--- src/rtl/mips_memsys_pkg.sv ---
// rtl/mips_memsys_pkg.sv - MMIO map, TXSTAT layout and status packing for mips_memsys.
package mips_memsys_pkg;

    localparam logic [31:0] MMIO_BASE  = 32'hFFFF_FF00;
    localparam logic [7:0]  OFF_TXDATA = 8'h00;
    localparam logic [7:0]  OFF_TXSTAT = 8'h04;
    localparam logic [7:0]  OFF_CYCLE  = 8'h08;

    localparam int TXSTAT_EMPTY_BIT = 0;
    localparam int TXSTAT_FULL_BIT  = 1;
    localparam int TXSTAT_OVF_BIT   = 2;
    localparam int TXSTAT_CNT_LSB   = 8;
    localparam int TXSTAT_CNT_MSB   = 15;

    function automatic logic [31:0] pack_txstat(input logic [7:0] count,
                                                input logic       ovf,
                                                input logic       full,
                                                input logic       empty);
        logic [31:0] s;
        s = '0;
        s[TXSTAT_CNT_MSB:TXSTAT_CNT_LSB] = count;
        s[TXSTAT_OVF_BIT]                = ovf;
        s[TXSTAT_FULL_BIT]               = full;
        s[TXSTAT_EMPTY_BIT]              = empty;
        return s;
    endfunction

endpackage

--- src/rtl/mips_tx_fifo.sv ---
// rtl/mips_tx_fifo.sv - Circular-buffer TX FIFO, no fall-through; push while full succeeds only with a pop.
module mips_tx_fifo #(
    parameter int DEPTH = 8,
    parameter int WIDTH = 32,
    localparam int AW   = $clog2(DEPTH),
    localparam int CW   = AW + 1
) (
    input  logic             clk,
    input  logic             reset,
    input  logic             push_i,
    input  logic [WIDTH-1:0] push_data_i,
    input  logic             pop_i,
    output logic [WIDTH-1:0] head_o,
    output logic [CW-1:0]    count_o,
    output logic             full_o,
    output logic             empty_o
);

    logic [WIDTH-1:0] mem_q [DEPTH];
    logic [AW-1:0]    wr_ptr_q, wr_ptr_d;
    logic [AW-1:0]    rd_ptr_q, rd_ptr_d;
    logic [CW-1:0]    count_q, count_d;
    logic             do_push, do_pop;

    assign empty_o = (count_q == '0);
    assign full_o  = (count_q == CW'(DEPTH));
    assign count_o = count_q;
    assign head_o  = mem_q[rd_ptr_q];

    assign do_pop  = pop_i && !empty_o;
    assign do_push = push_i && (!full_o || do_pop);

    always_comb begin
        wr_ptr_d = wr_ptr_q;
        rd_ptr_d = rd_ptr_q;
        count_d  = count_q;
        if (do_push) wr_ptr_d = wr_ptr_q + AW'(1);
        if (do_pop)  rd_ptr_d = rd_ptr_q + AW'(1);
        count_d = count_q + CW'(do_push) - CW'(do_pop);
    end

    always_ff @(posedge clk) begin
        if (reset) begin
            wr_ptr_q <= '0;
            rd_ptr_q <= '0;
            count_q  <= '0;
        end else begin
            wr_ptr_q <= wr_ptr_d;
            rd_ptr_q <= rd_ptr_d;
            count_q  <= count_d;
        end
    end

    // Storage is not reset; only the pointers define validity.
    always_ff @(posedge clk) begin
        if (do_push && !reset) mem_q[wr_ptr_q] <= push_data_i;
    end

endmodule

--- src/rtl/mips_memsys.sv ---
// rtl/mips_memsys.sv - MIPS unified RAM + MMIO (TX FIFO, cycle counter); counter gated by MIPS_MEMSYS_CYCLE_CTR_EN.
module mips_memsys
    import mips_memsys_pkg::*;
#(
    parameter int RAM_WORDS  = 64,
    parameter int FIFO_DEPTH = 8
) (
    input  logic        clk,
    input  logic        reset,
    input  logic [31:0] adr,
    input  logic [31:0] writedata,
    input  logic        memwrite,
    output logic [31:0] readdata,
    output logic [31:0] tx_data,
    output logic        tx_valid,
    input  logic        tx_ready
);

    localparam int IW = $clog2(RAM_WORDS);
    localparam int CW = $clog2(FIFO_DEPTH) + 1;

    logic [31:0]   ram_q [RAM_WORDS];
    logic [IW-1:0] ram_idx;
    logic          is_mmio;
    logic [7:0]    reg_off;
    logic          wr_txdata, wr_txstat, wr_cycle;
    logic          fifo_push, fifo_pop, fifo_full, fifo_empty;
    logic [31:0]   fifo_head;
    logic [CW-1:0] fifo_count;
    logic          ovf_q, ovf_d;
    logic [31:0]   cycle_val;
    logic          unused_bits;

    assign is_mmio   = (adr[31:8] == MMIO_BASE[31:8]);
    assign reg_off   = {adr[7:2], 2'b00};
    assign ram_idx   = adr[IW+1:2];
    assign wr_txdata = memwrite && is_mmio && (reg_off == OFF_TXDATA);
    assign wr_txstat = memwrite && is_mmio && (reg_off == OFF_TXSTAT);
    assign wr_cycle  = memwrite && is_mmio && (reg_off == OFF_CYCLE);

    assign fifo_push = wr_txdata && !reset;
    assign fifo_pop  = tx_ready && !reset;

    mips_tx_fifo #(.DEPTH(FIFO_DEPTH), .WIDTH(32)) u_tx_fifo (
        .clk         (clk),
        .reset       (reset),
        .push_i      (fifo_push),
        .push_data_i (writedata),
        .pop_i       (fifo_pop),
        .head_o      (fifo_head),
        .count_o     (fifo_count),
        .full_o      (fifo_full),
        .empty_o     (fifo_empty)
    );

    assign tx_valid = !fifo_empty;
    assign tx_data  = fifo_empty ? 32'b0 : fifo_head;

    // A push into a full FIFO is only lost when no pop frees a slot that edge.
    always_comb begin
        ovf_d = ovf_q;
        if (wr_txstat)
            ovf_d = 1'b0;
        else if (fifo_push && fifo_full && !(fifo_pop && !fifo_empty))
            ovf_d = 1'b1;
    end

    always_ff @(posedge clk) begin
        if (reset) ovf_q <= 1'b0;
        else       ovf_q <= ovf_d;
    end

`ifdef MIPS_MEMSYS_CYCLE_CTR_EN
    logic [31:0] cyc_q, cyc_d;

    always_comb begin
        cyc_d = cyc_q + 32'd1;
        if (wr_cycle) cyc_d = writedata;
    end

    always_ff @(posedge clk) begin
        if (reset) cyc_q <= '0;
        else       cyc_q <= cyc_d;
    end

    assign cycle_val = cyc_q;
`else
    logic unused_cycle;
    assign unused_cycle = wr_cycle;
    assign cycle_val    = 32'b0;
`endif

    // RAM is deliberately outside reset so stores during reset still land.
    always_ff @(posedge clk) begin
        if (memwrite && !is_mmio) ram_q[ram_idx] <= writedata;
    end

    always_comb begin
        readdata = 32'b0;
        if (!is_mmio) begin
            readdata = ram_q[ram_idx];
        end else begin
            case (reg_off)
                OFF_TXSTAT: readdata = pack_txstat(8'(fifo_count), ovf_q, fifo_full, fifo_empty);
                OFF_CYCLE:  readdata = cycle_val;
                default:    readdata = 32'b0;
            endcase
        end
    end

    assign unused_bits = ^{adr[1:0], fifo_count};

endmodule

--- config.mk ---
export PLATFORM = sky130hd
export DESIGN_NAME = mips_memsys
export DESIGN_NICKNAME = d
export VERILOG_FILES = /design/src/rtl/mips_memsys_pkg.sv /design/src/rtl/mips_tx_fifo.sv /design/src/rtl/mips_memsys.sv
export SDC_FILE = /design/constraint.sdc
export NUM_CORES = 2
export LEC_CHECK = 0
export CORE_UTILIZATION = 45
export DETAILED_ROUTE_END_ITERATION = 10
export GPL_TIMING_DRIVEN = 0
export PLACE_DENSITY = 0.59
export SLEW_MARGIN = 40
export SYNTH_ARGS = -nofsm -noshare
export SYNTH_HDL_FRONTEND = slang
export SYNTH_HIERARCHICAL = 1
export SYNTH_SLANG_ARGS = --single-unit
--- constraint.sdc ---
create_clock -name clk -period 6.75 [get_ports clk]
set_input_delay 1.35 -clock clk [delete_from_list [all_inputs] [get_ports clk]]
set_output_delay 1.35 -clock clk [all_outputs]
set_load 0.03 [all_outputs]
==> reports/qor.yml <==
critical_path:
  start_kind: "input port"
  path_buf_inv: 6
  cp_top_family: "buffers and inverters"
  crit_arrival_ns: 5.53
  slowest_stage: "clkdlybuf4s50_1"
  worstSetupEndpointType: "output pin"
  crit_type: "in -> out"
  cp.required_ns: 5.40
  cp_common_cell: "buf_4"
  cp_slowest_stage_delay_ns: 0.75
  path_max_fanout: 10
  path_cells: "buf_4 > buf_4 > buf_4 > clkbuf_4 > buf_4 > mux2_2 > o211ai_1 > o2111ai_2 > clkdlybuf4s50_1"
global_route:
  gr-total-overflow: 0
  antenna_found_initial: 18
  grt_max_degree: 56
  grt_pass1_vias: 44980
  grt_util_all_layers_pct: 27.08
  grt_pass1_wl_mm: 368.6
status:
  status: "complete, but fails checks"
  violations: "negative setup slack"
clock_network:
  hold_buffers: 0
  numClockSinks: 2318
  cts_root_buf: "clkbuf_16"
  cts_tree: "done"
  clkTransAtPathRegs_ns: 0.07
  clk_path_buf_depth: 3
  cts_buffers: 228
  insertion_delay_ns: 0.88
  h-tree-depth: 4
timing:
  post-route-min-period_ns: 6.881
  tns_ns: -0.7916
  fmax_mhz: 145.3
  skew_ns: 0.02138
  final-max-slew-violation-count: 0
  setup_viol: 12
  setup_slack_ns: -0.1314
  hold_violations: 0
  maxSlewHeadroom_pct: 33.39
  fin_crit_sh_pct: 101.9
  rsz0062_at_grt: "true"
  worst_slew_pin_slew_ns: 0.9886
synth:
  synth_xor_area_share_pct: 0.009783
  synth_cell_types: 58
  yosysSeqAreaShare_pct: 77.60
  syn-num-nets: 4141
  avgSynthCellArea_um2: 22.02
  synth_compound_area_share_pct: 2.728
  synth_async_sr_flop_share_pct: 0
  synth_top_family_by_area: "multiplexers"
  ys.flop_type: "edfxtp_1"
  netlist_area_um2: 89520
  synthAdderAreaFrac_pct: 0.1202
  syn_inst: 4065
  synth_edf_count: 2304
  synth_simple_gate_area_share_pct: 1.618
  ys_seq_elements: 2318
  synth_mux_area_share_pct: 16.47
  synth_warnings: 6
power_and_ir_drop:
  p_sw_mw: 7.237
  leakagePower_nw: 33.70
  clock_power_share_pct: 39.9
  switching_share_pct: 23.51
  combPwrFrac_pct: 8.3
  power_frac_seq_pct: 51.8
  p_int_mw: 23.55
  ir_drop_uv: 227.0
  powerDensity_nw_per_um2: 289.9
detailed_routing:
  routed_wl_mm: 270.2
  route.met2.wl_mm: 129.5
  met1_length_mm: 103.4
  wl_per_cell_um: 36.15
  vias_per_cell: 6.095
  drc: 0
  vias: 45560
  drt_iter0_drc: 6517
  dr.max_layer_used: "met5"
  ant_nets: 0
  drtPass1Iterations: 6
  wl_met3_mm: 21.85
floorplan:
  core-area_um2: 197400
  start_util_pct: 45.35
  io_pins: 133
  num_rows: 163
  die_w_um: 448.0
  dieArea_um2: 200700
  chipHeight_um: 448.0
finish:
  final_cell_mix: "2304 x edfxtp_1, 473 x mux4_2, 306 x mux2i_1"
  register_area_um2: 69470
  num-fill-cells: 15180
  drive_gt1_share_pct: 28.49
  area_growth_pct: 18.61
  final_common_cell: "edfxtp_1"
  layout.nets: 4706
  multi_input_area_um2: 19450
  stdcell_count: 7474
place:
  io_buffer_count: 127
  place_congestion: 0.9937
  dp_slack_ns: -0.5787
  dp_cells: 7042
  dp_hpwl_mm: 195.4
flow_run:
  cap_viol_max_count: 0
hold_path:
  hp-class: "reg -> reg"
layout make-up:
type / instances / area share [%]
diodes: 7 / 0.01650
plain buffers: 227 / 1.200
clock buffers: 282 / 5.564
clock inverters: 145 / 1.211
inverters: 17 / 0.06009
multi-input cells: 1500 / 18.32
flip-flops and latches: 2318 / 65.42
well taps: 2640 / 3.111
repair buffers: 338 / 5.101
worst min-delay path, cell delays in order (launching register included):
cell,delay (ns)
dfxtp_1,0.32
nand2_1,0.05
mux2i_1,0.07
sequential cells by signal, summed over array words and instances (netlist names), named ones only:
name and count:
u_tx_fifo/rd_ptr_q 3, ovf_q 1, u_tx_fifo/count_o 4, u_tx_fifo/wr_ptr_q 3
u_tx_fifo/mem_q 256, ram_q 2048
worst paths after layout:
| path | slack (ns) | start | end | cells after the start |
|---|---|---|---|---|
| worst max-delay path | -0.13 | adr[4] | readdata[11] | 9 |
| worst min-delay path | 0.48 | u_tx_fifo/rd_ptr_q[1]$_SDFFE_PP0N_ | flop | 2 |
| worst max register to register | 3.71 | u_tx_fifo/count_o[2]$_SDFF_PP0_ | u_tx_fifo/mem_q[4][6]$_DFFE_PP_ | 10 |
| worst min register to register | 0.48 | u_tx_fifo/rd_ptr_q[1]$_SDFFE_PP0N_ | flop | 2 |
cells in the mapped netlist (24+ instances only):
cell type	number	share of area, %
mux2i_1	315	3.5
buf_4	25	0.21
edfxtp_1	2304	77
a41oi_1	24	0.23
buf_6	25	0.31
clkbuf_1	89	0.37
buf_2	78	0.44
mux2_2	81	1.0
a22oi_1	95	0.80
a21oi_1	27	0.15
nand2_1	69	0.29
a221oi_1	25	0.24
nand3_1	53	0.30
o22ai_1	26	0.18
nor2_1	80	0.34
nor2b_1	44	0.31
mux4_2	473	12
through the flow:
step           area [µm²]  power, mW  hold WS, ns  util [%]
6_report           106200      30.79       0.4843     53.79
5_1_grt            106200      31.56       0.5378     53.78
4_1_cts            106200      30.93       0.4844     53.77
3_5_place_dp        98830      18.79       0.4754     50.06
3_3_place_gp        94100      18.72       0.4797     47.66
2_1_floorplan       89520      17.45       0.4539         -
power groups by stage:
stage / clock network, mW / logic [mW] / registers (mW)
detailed placement: 0 / 2.54 / 16.3
global route: 13.0 / 2.64 / 15.9
floorplan: 0 / 1.20 / 16.3
finish: 12.3 / 2.56 / 15.9
global placement: 0 / 2.41 / 16.3
CTS: 12.4 / 2.55 / 15.9
metal layers:
| metal | global-route usage (%) | vias to the layer above |
|---|---|---|
| li1 | - | 18360 |
| met1 | 35.51 | 24530 |
| met2 | 43.23 | 2208 |
| met3 | 5.258 | 459 |
| met4 | 13.83 | 4 |
| met5 | 0 | - |
what timing repair did:
action / in CTS / in global routing
pin swaps: 1 / 0
setup buffers: 1 / 0
hold endpoints to repair: 0 / 0
endpoints found under the setup margin: 29 / 8
gates resized for setup: 38 / 3
logic make-up (layout without fill, tap and decap cells):
group	after synthesis	count (layout)
flops	2318	2318
mux	871	871
compound gates	321	321
simple gates	299	299
buf+inv	247	1009
fa+ha+maj	8	8
xor+xnor	1	1
other cells	0	7
Power figures use the tool's default switching activity.
